[src/rtl/board_game_pkg.sv]
// Shared types and the axis-step helper for the N x N board-walk engine.
package board_game_pkg;

   typedef enum logic [1:0] {UP = 2'b00, DOWN = 2'b01, LEFT = 2'b10, RIGHT = 2'b11} dir_t;

   typedef enum logic [1:0] {READY, MOVE, SCORE, DONE} state_t;

   // One step along an axis: step_dir < 0 decrements, > 0 increments, 0 holds.
   function automatic int unsigned next_coord(input int unsigned coord, input int step_dir,
                                              input bit wrap, input int unsigned side);
      if (step_dir < 0) begin
         if (coord == 0) return wrap ? side - 1 : 0;
         return coord - 1;
      end
      if (step_dir > 0) begin
         if (coord == side - 1) return wrap ? 0 : coord;
         return coord + 1;
      end
      return coord;
   endfunction

endpackage

[src/rtl/board_visit_map.sv]
// Per-cell visited bitmap with a running count of distinct cells visited.
module board_visit_map #(
   parameter int unsigned DIM_LOG2 = 2
) (
   input  logic                  clk,
   input  logic                  rst,
   input  logic                  clear,
   input  logic                  set_en,
   input  logic [2*DIM_LOG2-1:0] query_idx,
   output logic                  hit,
   output logic [2*DIM_LOG2:0]   visited_count
);

   localparam int unsigned Cells = 1 << (2 * DIM_LOG2);

   logic [Cells-1:0] map_q;

   assign hit = map_q[query_idx];

   // The start cell counts as visited, so clearing re-marks cell 0.
   always_ff @(posedge clk or posedge rst) begin
      if (rst) begin
         map_q         <= Cells'(1);
         visited_count <= (2 * DIM_LOG2 + 1)'(1);
      end else if (clear) begin
         map_q         <= Cells'(1);
         visited_count <= (2 * DIM_LOG2 + 1)'(1);
      end else if (set_en && !map_q[query_idx]) begin
         map_q[query_idx] <= 1'b1;
         visited_count    <= visited_count + (2 * DIM_LOG2 + 1)'(1);
      end
   end

endmodule

[src/rtl/board_game_nxn.sv]
// Single-player N x N board walk: one move per handshake, first-visit prizes, saturating score.
module board_game_nxn
   import board_game_pkg::*;
#(
   parameter int unsigned DIM_LOG2  = 2,
   parameter int unsigned SUM_W     = 8,
   parameter bit          WRAP      = 1'b1,
   parameter int unsigned MAX_MOVES = 32,
   localparam int unsigned CountW   = (MAX_MOVES == 0) ? 1 : $clog2(MAX_MOVES + 1)
) (
   input  logic                  clk,
   input  logic                  reset,
   input  logic                  new_game,
   input  logic                  move_valid,
   output logic                  move_ready,
   input  logic [1:0]            direction,
   output logic [DIM_LOG2-1:0]   x,
   output logic [DIM_LOG2-1:0]   y,
   output logic [2*DIM_LOG2-1:0] place,
   output logic [DIM_LOG2:0]     prize,
   output logic                  prize_valid,
   output logic [SUM_W-1:0]      earned,
   output logic                  earned_sat,
   output logic [2*DIM_LOG2:0]   visited_count,
   output logic [CountW-1:0]     move_count,
   output logic                  game_over
);

   localparam int unsigned N      = 1 << DIM_LOG2;
   localparam int unsigned CellW  = 2 * DIM_LOG2;
   localparam int unsigned PrizeW = DIM_LOG2 + 1;
   localparam int unsigned ExtW   = SUM_W + PrizeW + 1;
   localparam logic [CellW:0]     AllCells  = (CellW + 1)'(1 << CellW);
   localparam logic [SUM_W-1:0]   MaxEarned = '1;

   state_t              state_q, state_d;
   dir_t                dir_q;
   logic                accept, set_en, hit, board_full, limit_hit;
   logic [DIM_LOG2-1:0] nx, ny;
   logic [CellW-1:0]    ncell;
   logic [ExtW-1:0]     sum_ext;

   assign set_en     = (state_q == MOVE) && !new_game;
   assign board_full = (visited_count == AllCells);
   assign limit_hit  = (MAX_MOVES != 0) && (move_count == CountW'(MAX_MOVES));
   assign sum_ext    = ExtW'(earned) + ExtW'(prize);

   board_visit_map #(
      .DIM_LOG2(DIM_LOG2)
   ) u_visit_map (
      .clk          (clk),
      .rst          (reset),
      .clear        (new_game),
      .set_en       (set_en),
      .query_idx    (ncell),
      .hit          (hit),
      .visited_count(visited_count)
   );

   always_comb begin
      nx = x;
      ny = y;
      case (dir_q)
         UP:      ny = DIM_LOG2'(next_coord(int'(y), -1, WRAP, N));
         DOWN:    ny = DIM_LOG2'(next_coord(int'(y), 1, WRAP, N));
         LEFT:    nx = DIM_LOG2'(next_coord(int'(x), -1, WRAP, N));
         default: nx = DIM_LOG2'(next_coord(int'(x), 1, WRAP, N));
      endcase
      ncell = {ny, nx};
   end

   always_comb begin
      state_d = state_q;
      accept  = 1'b0;
      case (state_q)
         READY: begin
            if (move_valid) begin
               state_d = MOVE;
               accept  = 1'b1;
            end
         end
         MOVE:    state_d = SCORE;
         SCORE:   state_d = (board_full || limit_hit) ? DONE : READY;
         DONE:    state_d = DONE;
         default: state_d = READY;
      endcase
      if (new_game) begin
         state_d = READY;
         accept  = 1'b0;
      end
   end

   always_ff @(posedge clk or posedge reset) begin
      if (reset) begin
         state_q <= READY;      dir_q       <= UP;
         x       <= '0;         y           <= '0;
         place   <= '0;         prize       <= '0;
         earned  <= '0;         earned_sat  <= 1'b0;
         move_count <= '0;      prize_valid <= 1'b0;
         move_ready <= 1'b1;    game_over   <= 1'b0;
      end else if (new_game) begin
         state_q <= READY;      dir_q       <= UP;
         x       <= '0;         y           <= '0;
         place   <= '0;         prize       <= '0;
         earned  <= '0;         earned_sat  <= 1'b0;
         move_count <= '0;      prize_valid <= 1'b0;
         move_ready <= 1'b1;    game_over   <= 1'b0;
      end else begin
         state_q     <= state_d;
         move_ready  <= (state_d == READY);
         game_over   <= (state_d == DONE);
         prize_valid <= 1'b0;
         if (accept) begin
            dir_q      <= dir_t'(direction);
            move_count <= move_count + CountW'(1);
         end
         if (state_q == MOVE) begin
            x     <= nx;
            y     <= ny;
            place <= ncell;
            prize <= hit ? '0 : PrizeW'(nx) + PrizeW'(ny);
         end
         if (state_q == SCORE) begin
            prize_valid <= 1'b1;
            if (sum_ext > ExtW'(MaxEarned)) begin
               earned     <= MaxEarned;
               earned_sat <= 1'b1;
            end else begin
               earned <= sum_ext[SUM_W-1:0];
            end
         end
      end
   end

endmodule

[config.mk]
export PLATFORM = sky130hd
export DESIGN_NAME = board_game_nxn
export DESIGN_NICKNAME = d
export VERILOG_FILES = /design/src/rtl/board_game_pkg.sv /design/src/rtl/board_visit_map.sv /design/src/rtl/board_game_nxn.sv
export SDC_FILE = /design/constraint.sdc
export NUM_CORES = 1
export LEC_CHECK = 0
export ABC_AREA = 1
export BUFFER_PORTS_ARGS = -buffer_cell sky130_fd_sc_hd__clkbuf_2
export CELL_PAD_IN_SITES_DETAIL_PLACEMENT = 0
export CELL_PAD_IN_SITES_GLOBAL_PLACEMENT = 1
export CORE_MARGIN = 2
export CORE_UTILIZATION = 46
export CTS_BUF_LIST = sky130_fd_sc_hd__clkbuf_16
export DETAILED_ROUTE_END_ITERATION = 10
export PLACE_DENSITY_LB_ADDON = 0.2
export SLEW_MARGIN = 0
export SYNTH_ARGS = -nofsm -noshare
export SYNTH_HDL_FRONTEND = slang
export SYNTH_SLANG_ARGS = --single-unit
[constraint.sdc]
create_clock -name clk -period 4 [get_ports clk]
set_clock_uncertainty 0.1 [all_clocks]
set_input_delay 0.6 -clock clk [delete_from_list [all_inputs] [get_ports clk]]
set_output_delay 0.6 -clock clk [all_outputs]
set_load 0.02 [all_outputs]
==> metrics.yaml <==
power:
  power.density_cell_area_mw_per_mm2: 372
  irDropWorstVdd_v: 0.000190
  leakagePower_nw: 1.72
  finalPower_mw: 1.24
cells_and_area:
  utilization_pct: 53.2
  final_area_sq_mm: 0.00334
  count_of_placed_standard_cells_in_the_final_layout_fillers_left_out: 485
  finish.net_count: 425
  n_antenna_cell: 0
  area_delta_synth_final_pct: 12.7
  final_common_cell: "nand2_1"
  layout-drive-gt1-share_pct: 18.6
  layout.cells.most_common_list: "89 x nand2_1, 57 x inv_1, 47 x dfrtp_1, 39 x clkbuf_2, 38 x nand3_1"
setup_path:
  crit_path_top_delay_cell: "o211ai_2"
  ff2ff_setup_slack_ps: 1440
  cp_data_arrival_time_ps: 2660
  cpMostUsedCell: "nand2_1"
  reg2reg_from: "x[0]"
  crit_path_cell_trace: "inv_1 > ha_1 > o211ai_2 > inv_2 > nand2_1 > nand2_1 > nand2_1 > nand3_2 > nand2_4 > nand2_4 > o21ai_0"
  critPathMaxFanout: 23
  crit_path_kind: "register to register"
  slowest_delay_ps: 470
  reg2reg_to: "prize[2]"
  required_ps: 4100
  worst_r2r_path_depth: 11
  startpoint_class_of_the_critical_path: "register"
  critical-path-top-delay-family: "compound AO/OA/AOI/OAI gates"
  timing.critical_path.buf_inv: 2
  crit_path_end_kind: "register"
yosys:
  post_synth_num_cell_types: 35
  synth_top_cells_by_area: "dfrtp_1 40%, nand2_1 11%, inv_1 7.2%"
  synthesis.instances: 373
  syn_avg_cell_area_sq_um: 7.94
  synth_fp_nets: 391
  synth_largest_area_cell: "dfrtp_1"
  post_synth_instance_area_sq_mm: 0.00296
  yosysWarnings: 0
  yosysTopAreaCellShare_pct: 39.7
  synth-seq-area-share_pct: 42.4
  synth-seq-cells: 50
routing:
  via_per_inst: 5.06
  vias: 2452
  drtPass1Iterations: 4
  drcViolationCount: 0
  drt_iter0_drc: 100
  routed_wire_length_per_instance_microns: 13.2
  route.final.wire_length_microns: 6410
  drt.antenna.violating_nets: 0
timing:
  setup_viol: 0
  relSlewSlack_pct: 29.1
  final.setup.tns_ps: 0
  max_slew.worst_pin.slew_ps: 1060
  rsz0062_at_grt: "false"
  timing.final.crit_share_pct: 64.0
  timing.final.hold_violations: 0
  finalWorstPathRequiredPeriod_ps: 2560
  setup_slack_ps: 1440
  slew_violations: 0
  holdWs_ps: 385
  max_freq_mhz: 390
min_path:
  min-delay-start: "earned_sat"
  hold-path-endpoint: "earned_sat"
  worstHoldPathType: "register to register"
  min_delay_path_depth: 2
global_routing:
  grt_remaining_overflow: 0
  groute.usage.overall_pct: 19.2
  wire_length_of_the_first_global_routing_pass_microns: 11100
  first_global_vias: 2327
  grt_max_degree: 51
  antenna_found_initial: 0
clocking:
  clock_root_buffer: "clkbuf_16"
  cts-hold-fix-buffers: 0
  clkTransAtPathRegs_ps: 70
  clock_insertion_delay_worst_skew_ps: 290
  numCtsBuffers: 5
  postCtsSetupRepairBufs: 0
  cts_tree: "built"
  ctsResizeCount: 0
  cts-root-to-sink-buffers: 2
  htree_levels: 2
  clock_sink_count: 50
job:
  cap_viol_max_count: 0
placed_design:
  gp_weighted_congestion: 0.866
  post-place-cells: 477
  placed_cell_area_sq_mm: 0.00317
  place.port_buffers: 39
  dp_worst_slack_ps: 1450
  dp_hpwl_microns: 4550
floorplanning:
  pin_count: 40
  num_rows: 29
  die_h_microns: 84.2
  floorplan_core_area_sq_mm: 0.00628
  initial_core_util_pct: 47.2
  die-area_sq_mm: 0.00709
  dieWidth_microns: 84.2
outcome:
  run_status: "complete, no violations"
## final cells by class
class / count / area, sq um
clock inverters: 3 / 41.3
flip-flops and latches: 50 / 1250
fillers: 626 / 2940
inverters: 60 / 225
well taps: 77 / 96.3
multi-input cells: 249 / 1380
repair buffers: 41 / 210
clock buffers: 5 / 125
## sequential cells by signal (all words and copies together) (netlist names)
| register | count |
|---|---|
| dir_q | 2 |
| earned | 8 |
| earned_sat | 1 |
| game_over | 1 |
| move_count | 6 |
| move_ready | 1 |
| place | 1 |
| prize | 3 |
| prize_valid | 1 |
| state_q | 2 |
| u_visit_map.map_q | 16 |
| u_visit_map.visited_count | 5 |
| x | 1 |
| y | 2 |
## worst max-delay path by stage
stage	depth (start not counted)	slack [ps]	start	to
floorplan	11	1690	x[0]	prize[1]
global placement	12	1560	x[0]	prize[2]
detailed placement	11	1450	x[0]	prize[2]
CTS	11	1450	x[0]	prize[2]
global route	12	1160	x[0]	u_visit_map.map_q[1]
finish	11	1440	x[0]	prize[2]
## power by group
group          switching [mW]  internal [mW]  total, mW
clock                   0.187          0.293      0.480
sequential             0.0165          0.521      0.538
combinational           0.162         0.0627      0.225
total                   0.365          0.877       1.24
## kinds of logic (layout without fill, tap and decap cells)
logic type / Yosys count / after routing / synth area share (%)
buf+inv: 74 / 109 / 10.9
xor+xnor: 6 / 6 / 2.03
flops: 50 / 50 / 42.4
simple gates: 175 / 175 / 27.3
compound gates: 56 / 56 / 11.8
fa+ha+maj: 12 / 12 / 5.58
## cells in the mapped netlist
cell type and count:
o21ai_0 18, a21oi_2 8, nor2_4 1, o211ai_1 3
nand4_1 11, fa_1 2, clkinv_1 1, dfrtp_1 47
and2_1 1, nand2_4 3, o31ai_1 2, dfstp_2 3
ha_1 10, buf_4 5, xor2_2 1, inv_1 57
nand3_2 3, nand3_1 38, nand2_1 89, a21o_1 1
nor2_2 2, o211ai_2 1, a31oi_1 1, xor2_1 5
o221ai_1 2, nand2_2 2, inv_2 2, a21oi_1 14
o22ai_1 6, buf_2 2, clkbuf_1 4, nand3_4 1
nor2_1 22, nor3_1 2, buf_6 3
## per-layer routing
metal,global-route usage [%],routed length [microns],vias up
li1,-,-,1274
met1,26.8,3130,1140
met2,30.8,3040,32
met3,3.15,174,6
met4,5.72,70,0
met5,0,0,-
## tightest hold or removal path: stages, from the launching register on
cell and delay [ps]:
dfrtp_1 350, nand2_1 50, nand2_1 50
Note: power is estimated with default switching activity, not from simulation.
